<file path="config.mk">
export PLATFORM = sky130hd
export DESIGN_NAME = alu_seq_ctrl
export DESIGN_NICKNAME = d
export VERILOG_FILES = /design/src/rtl/alu_pkg.sv /design/src/rtl/alu_iter_div.sv /design/src/rtl/alu_seq_ctrl.sv
export SDC_FILE = /design/constraint.sdc
export NUM_CORES = 2
export LEC_CHECK = 0
export BUFFER_PORTS_ARGS = -buffer_cell sky130_fd_sc_hd__buf_4
export CAP_MARGIN = 5
export CORE_UTILIZATION = 45
export DETAILED_ROUTE_END_ITERATION = 16
export PLACE_DENSITY_LB_ADDON = 0.1
export SYNTH_ARGS = -nofsm -noshare
export SYNTH_HDL_FRONTEND = slang
export SYNTH_SLANG_ARGS = --single-unit
export TNS_END_PERCENT = 20
</file>
<file path="constraint.sdc">
create_clock -name clk -period 6.5 [get_ports clk]
set_input_delay 1.3 -clock clk [delete_from_list [all_inputs] [get_ports clk]]
set_output_delay 1.3 -clock clk [all_outputs]
set_load 0.01 [all_outputs]
</file>
<file path="src/rtl/alu_pkg.sv">
// Shared opcode map and controller state encoding for the sequential ALU.
package alu_pkg;

  localparam int unsigned OP_ADD    = 0;
  localparam int unsigned OP_SUB    = 1;
  localparam int unsigned OP_AND    = 2;
  localparam int unsigned OP_OR     = 3;
  localparam int unsigned OP_NAND   = 4;
  localparam int unsigned OP_NOR    = 5;
  localparam int unsigned OP_XOR    = 6;
  localparam int unsigned OP_XNOR   = 7;
  localparam int unsigned OP_MUL    = 8;
  localparam int unsigned OP_DIV    = 9;
  localparam int unsigned OP_LSHIFT = 10;
  localparam int unsigned OP_RSHIFT = 11;

  typedef enum logic [1:0] {
    ST_IDLE = 2'd0,
    ST_DIV  = 2'd1,
    ST_DONE = 2'd2
  } state_t;

endpackage

</file>
<file path="src/rtl/alu_iter_div.sv">
// Unsigned restoring divider, one quotient bit per clock.
// The start cycle loads the operands and performs the first step, so
// done pulses one cycle after the WIDTH-th step.
module alu_iter_div #(
  parameter int unsigned WIDTH = 32
) (
  input  logic             clk,
  input  logic             rst_n,
  input  logic             start,
  input  logic [WIDTH-1:0] dividend,
  input  logic [WIDTH-1:0] divisor,
  output logic             busy,
  output logic             done,
  output logic [WIDTH-1:0] quotient,
  output logic [WIDTH-1:0] remainder
);

  localparam int unsigned CW = $clog2(WIDTH) + 1;

  logic [WIDTH-1:0] div_q;
  logic [CW-1:0]    cnt_q;
  logic [WIDTH-1:0] rem_in;
  logic [WIDTH-1:0] quo_in;
  logic [WIDTH-1:0] div_in;
  logic [WIDTH-1:0] rem_nx;
  logic [WIDTH-1:0] quo_nx;
  logic [WIDTH:0]   trial;

  // One restoring step, on fresh operands at start or on the running state
  always_comb begin
    rem_in = start ? '0 : remainder;
    quo_in = start ? dividend : quotient;
    div_in = start ? divisor : div_q;
    trial  = {rem_in, quo_in[WIDTH-1]};
    quo_nx = quo_in << 1;
    rem_nx = trial[WIDTH-1:0];
    if (trial >= {1'b0, div_in}) begin
      rem_nx    = WIDTH'(trial - {1'b0, div_in});
      quo_nx[0] = 1'b1;
    end
  end

  // Iteration state; done is a single-cycle pulse
  always_ff @(posedge clk or negedge rst_n) begin
    if (!rst_n) begin
      busy      <= 1'b0;
      done      <= 1'b0;
      quotient  <= '0;
      remainder <= '0;
      div_q     <= '0;
      cnt_q     <= '0;
    end else begin
      done <= 1'b0;
      if (start) begin
        remainder <= rem_nx;
        quotient  <= quo_nx;
        div_q     <= divisor;
        cnt_q     <= CW'(WIDTH - 1);
        busy      <= (WIDTH > 1);
        done      <= (WIDTH == 1);
      end else if (busy) begin
        remainder <= rem_nx;
        quotient  <= quo_nx;
        cnt_q     <= cnt_q - CW'(1);
        if (cnt_q == CW'(1)) begin
          busy <= 1'b0;
          done <= 1'b1;
        end
      end
    end
  end

endmodule

</file>
<file path="src/rtl/alu_seq_ctrl.sv">
// Sequential ALU controller: single-cycle ops finish in one cycle, DIV runs
// the iterative divider. Result is held in DONE until out_ready.
// Optional macro ALU_SEQ_DIVZERO_TRAP_EN: DIV by zero completes immediately
// with an all-ones result and err set.
module alu_seq_ctrl
  import alu_pkg::*;
#(
  parameter int unsigned WIDTH   = 32,
  parameter int unsigned NUM_OPS = 16
) (
  input  logic                     clk,
  input  logic                     rst_n,
  input  logic                     in_valid,
  output logic                     in_ready,
  input  logic [WIDTH-1:0]         a,
  input  logic [WIDTH-1:0]         b,
  input  logic [$clog2(NUM_OPS):0] op_select,
  output logic                     out_valid,
  input  logic                     out_ready,
  output logic [2*WIDTH-1:0]       result,
  output logic                     err
);

  localparam int unsigned OPW = $clog2(NUM_OPS) + 1;
  localparam int unsigned RW  = 2 * WIDTH;

  state_t           state_q;
  state_t           state_d;
  logic [RW-1:0]    result_d;
  logic             err_d;
  logic             div_start_c;
  logic             is_div_c;
  logic             go_div_c;
  logic             div_busy;
  logic             div_done;
  logic [WIDTH-1:0] div_quo;
  logic [WIDTH-1:0] div_rem;

  // Single-cycle operations; shifts of RW or more fall out as zero
  function automatic logic [RW-1:0] alu_eval(input logic [WIDTH-1:0] x,
                                             input logic [WIDTH-1:0] y,
                                             input logic [OPW-1:0]   op);
    logic [RW-1:0]    zx;
    logic [RW-1:0]    zy;
    logic [WIDTH-1:0] t;
    zx = RW'(x);
    zy = RW'(y);
    t  = '0;
    alu_eval = '0;
    unique case (32'(op))
      OP_ADD:    alu_eval = zx + zy;
      OP_SUB:    alu_eval = zx - zy;
      OP_AND:    begin t = x & y;    alu_eval = RW'(t); end
      OP_OR:     begin t = x | y;    alu_eval = RW'(t); end
      OP_NAND:   begin t = ~(x & y); alu_eval = RW'(t); end
      OP_NOR:    begin t = ~(x | y); alu_eval = RW'(t); end
      OP_XOR:    begin t = x ^ y;    alu_eval = RW'(t); end
      OP_XNOR:   begin t = ~(x ^ y); alu_eval = RW'(t); end
      OP_MUL:    alu_eval = zx * zy;
      OP_LSHIFT: alu_eval = zx << y;
      OP_RSHIFT: alu_eval = zx >> y;
      default:   alu_eval = '0;
    endcase
  endfunction

  // Decide whether an accepted command needs the divider
  always_comb begin
    is_div_c = (32'(op_select) == OP_DIV);
`ifdef ALU_SEQ_DIVZERO_TRAP_EN
    go_div_c = is_div_c && (b != '0);
`else
    go_div_c = is_div_c;
`endif
  end

  alu_iter_div #(.WIDTH(WIDTH)) u_div (
    .clk       (clk),
    .rst_n     (rst_n),
    .start     (div_start_c),
    .dividend  (a),
    .divisor   (b),
    .busy      (div_busy),
    .done      (div_done),
    .quotient  (div_quo),
    .remainder (div_rem)
  );

  // State register and registered outputs
  always_ff @(posedge clk or negedge rst_n) begin
    if (!rst_n) begin
      state_q   <= ST_IDLE;
      in_ready  <= 1'b1;
      out_valid <= 1'b0;
      result    <= '0;
      err       <= 1'b0;
    end else begin
      state_q   <= state_d;
      in_ready  <= (state_d == ST_IDLE);
      out_valid <= (state_d == ST_DONE);
      result    <= result_d;
      err       <= err_d;
    end
  end

  // Next-state logic; DIV falls back to IDLE if the divider ever stalls
  always_comb begin
    state_d = state_q;
    unique case (state_q)
      ST_IDLE: if (in_valid) state_d = go_div_c ? ST_DIV : ST_DONE;
      ST_DIV: begin
        if (div_done)      state_d = ST_DONE;
        else if (!div_busy) state_d = ST_IDLE;
      end
      ST_DONE: if (out_ready) state_d = ST_IDLE;
      default: state_d = ST_IDLE;
    endcase
  end

  // Next output values and divider launch
  always_comb begin
    div_start_c = 1'b0;
    result_d    = result;
`ifdef ALU_SEQ_DIVZERO_TRAP_EN
    err_d       = err;
`else
    err_d       = 1'b0;
`endif
    unique case (state_q)
      ST_IDLE: begin
        if (in_valid) begin
          if (go_div_c) begin
            div_start_c = 1'b1;
          end else begin
`ifdef ALU_SEQ_DIVZERO_TRAP_EN
            if (is_div_c) begin
              result_d = '1;
              err_d    = 1'b1;
            end else begin
              result_d = alu_eval(a, b, op_select);
              err_d    = 1'b0;
            end
`else
            result_d = alu_eval(a, b, op_select);
`endif
          end
        end
      end
      ST_DIV: begin
        if (div_done) begin
          result_d = {div_rem, div_quo};
          err_d    = 1'b0;
        end
      end
      default: ;
    endcase
  end

endmodule

</file>
==> reports/qor.txt <==
Die Span X: 340.6 µm
Worst path most repeated cell: fa_1
final hold vios: 0
initial antenna violation count: 13
Ports: 140
Synth top area share: 34.85%
Worst EP required: 6.92 ns
Area growth, synth to finish: 23.07%
drt pass-1 iters: 8
Initial Util: 45.61%
clock period minus worst slack: 8.221 ns
Worst path slowest cell: fa_2
f_max: 0.1216 GHz
hold_sp: u_div.div_q[15]$_DFF_PN0_
Post-Route WL: 241.5 mm
share of post-route cells with drive strength above 1: 22.04%
largest net degree at the start of global routing: 95
failing checks: setup timing
htree depth: 4
main area contributors after synthesis: fa_1, ha_1, dfrtp_1
Tcrit/Tclk final: 126.5%
Final WS setup: -1.721 ns
Die ar.: 0.1160 mm²
synthesis-stage register bit count: 172
final instance area: 0.06349 mm²
Worst Hold Class: register to register
cts hold-fix bufs: 0
Worst Path Max Fanout: 5
TritonCTS clock tree: built
CP max stage delay: 0.61 ns
flop-to-flop setup slack: 1.82 ns
asr flop ratio synth: 100.0%
Startpoint Class: input pin
reg-to-reg endpoint: u_div.remainder[30]$_DFFE_PN0P_
Critical Path Sink Type: register
WS Path Type: input pin to register
Slew Limit Fails: 0
Setup Skew: 0.01719 ns
root buf cell: clkbuf_16
Worst-Skew Late Latency: 0.49 ns
worst r2r src: state_q[1]$_DFF_PN0_
post-DP HPWL: 198.5 mm
Vias: 50,460
initial drt markers: 5,728
mapped cell area: 0.05159 mm²
largest area contributor in the netlist: fa_1
Slew headroom: 17.39%
Post-Syn Area per Cell: 8.106 µm²
TritonCTS Sinks: 172
dpl cells: 8,355
routed len/inst: 28.41 µm
FF-to-FF path depth: 17
Unique masters post-synth: 92
Die Y: 340.6 µm
synthesized instance count: 6,364
area post-placement: 0.05986 mm²
GRT Util Overall: 41.75%
Clock transition at path regs: 0.08 ns
Clock Path Buffers: 2
hold depth: 2
first-pass GRT wire length: 351.7 mm
Top FF cell, synth: dfrtp_1
fin util: 56.13%
synth warn: 0
CTS Buf Count: 17
vias in the first global route: 51,230
core footprint: 0.1131 mm²
fin cells: 8,501
hold endpoint: u_div.div_q[15]$_DFF_PN0_
routability cong.: 1.065
post-synthesis sequential area ratio: 8.346%
status: finished, violations left
# setup viols final: 54
Routed Antenna Nets: 0
most frequent cell after synthesis: inv_1
max cap viols: 0
IO Port Bufs: 138
site row count: 123
Post-synth top cells: inv_1, nor2_1, fa_1
RSZ-0062 raised after global routing: true
DRC Markers: 0
Worst EP arrival: 8.64 ns
vias per cell: 5.936
Worst-Margin Slew: 1.223 ns
total grt overflow: 0
Post-synth EDFFs: 0
final net count: 8,350
syn_nets: 7,730
## layout make-up
| cell class | instances | area [µm²] |
|---|---|---|
| repair inverters | 1 | 6.256 |
| inverters | 1019 | 3928 |
| repair buffers | 1034 | 9229 |
| multi-input cells | 4739 | 43530 |
| well taps | 1500 | 1877 |
| fillers | 10580 | 49620 |
| diodes | 4 | 10.01 |
| clock inverters | 12 | 151.4 |
| flip-flops and latches | 172 | 4307 |
| clock buffers | 20 | 456.7 |
## worst max path at each step
stage,from,end
2_1_floorplan,b[2],result[63]$_DFFE_PN0P_
5_1_grt,b[12],result[53]$_DFFE_PN0P_
4_1_cts,b[14],result[59]$_DFFE_PN0P_
3_5_place_dp,a[16],result[62]$_DFFE_PN0P_
3_3_place_gp,a[16],result[62]$_DFFE_PN0P_
6_report,b[14],result[57]$_DFFE_PN0P_
## cells in the final DEF (no fill, tap or decap), types with 28 or more instances in the layout
| master | n |
|---|---|
| inv_1 | 944 |
| buf_4 | 862 |
| fa_1 | 832 |
| nor2_1 | 815 |
| nand2_1 | 745 |
| ha_1 | 358 |
| a21oi_1 | 317 |
| o21ai_0 | 251 |
| dfrtp_1 | 170 |
| mux2i_1 | 118 |
| buf_12 | 76 |
| nor2_2 | 74 |
| a21o_1 | 69 |
| xnor2_1 | 68 |
| fa_2 | 66 |
| buf_6 | 61 |
| nand3_1 | 58 |
| a211oi_1 | 48 |
| xor2_1 | 48 |
| nor3_1 | 45 |
| and2_1 | 42 |
| inv_2 | 38 |
| o22ai_1 | 38 |
| mux4_2 | 37 |
| a31oi_1 | 37 |
| nand4_1 | 32 |
| buf_8 | 32 |
| ha_4 | 31 |
| nor2_4 | 28 |
## cell families (layout without fill, tap and decap cells)
kind of cell	after synthesis	in the layout	share of synthesized area, %
compound gates	1150	1150	14.21
flops	172	172	8.346
xor+xnor	128	128	2.173
simple gates	1998	1998	15.96
fa+ha+maj	1293	1293	44.43
buf+inv	1453	2086	10.66
other cells	1	5	0.007269
mux	169	169	4.210
## layer usage
metal / track usage (%) / vias to the layer above / wire length [µm]
li1: - / 21580 / -
met1: 57.03 / 25390 / 97450
met2: 62.54 / 2907 / 103700
met3: 9.141 / 577 / 26220
met4: 20.52 / 10 / 13970
met5: 0.6536 / - / 166
## timing repair
action / CTS / global route
gates resized for setup: 379 / 185
pin swaps: 126 / 109
setup buffers: 88 / 24
cloned: 3 / 0
endpoints found under the setup margin: 55 / 56
## registers in the layout, summed over array words and instances, names as in the netlist
signal,count
state_q,2
u_div.quotient,32
in_ready,1
u_div.done,1
u_div.busy,1
result,64
u_div.div_q,32
u_div.cnt_q,6
u_div.remainder,32
out_valid,1
## through the flow
stage	worst slack, ns	TNS (ns)	hold WS, ns
floorplan	-1.837	-73.84	0.4529
global placement	-2.592	-114.06	0.4775
detailed placement	-2.554	-113.09	0.4801
CTS	-1.653	-67.70	0.4992
global route	-1.860	-78.50	0.5220
finish	-1.721	-70.00	0.4945
## critical path, delay by kind of cell
family          cells  cell delay, ns
fa+ha+maj           9            4.38
buf+inv             7            0.76
simple gates        3            0.30
xor+xnor            1            0.16
compound gates      8            1.71
Power is not shown: default switching activity piles up to over one toggle a cycle in this logic, so the estimate is an artifact.
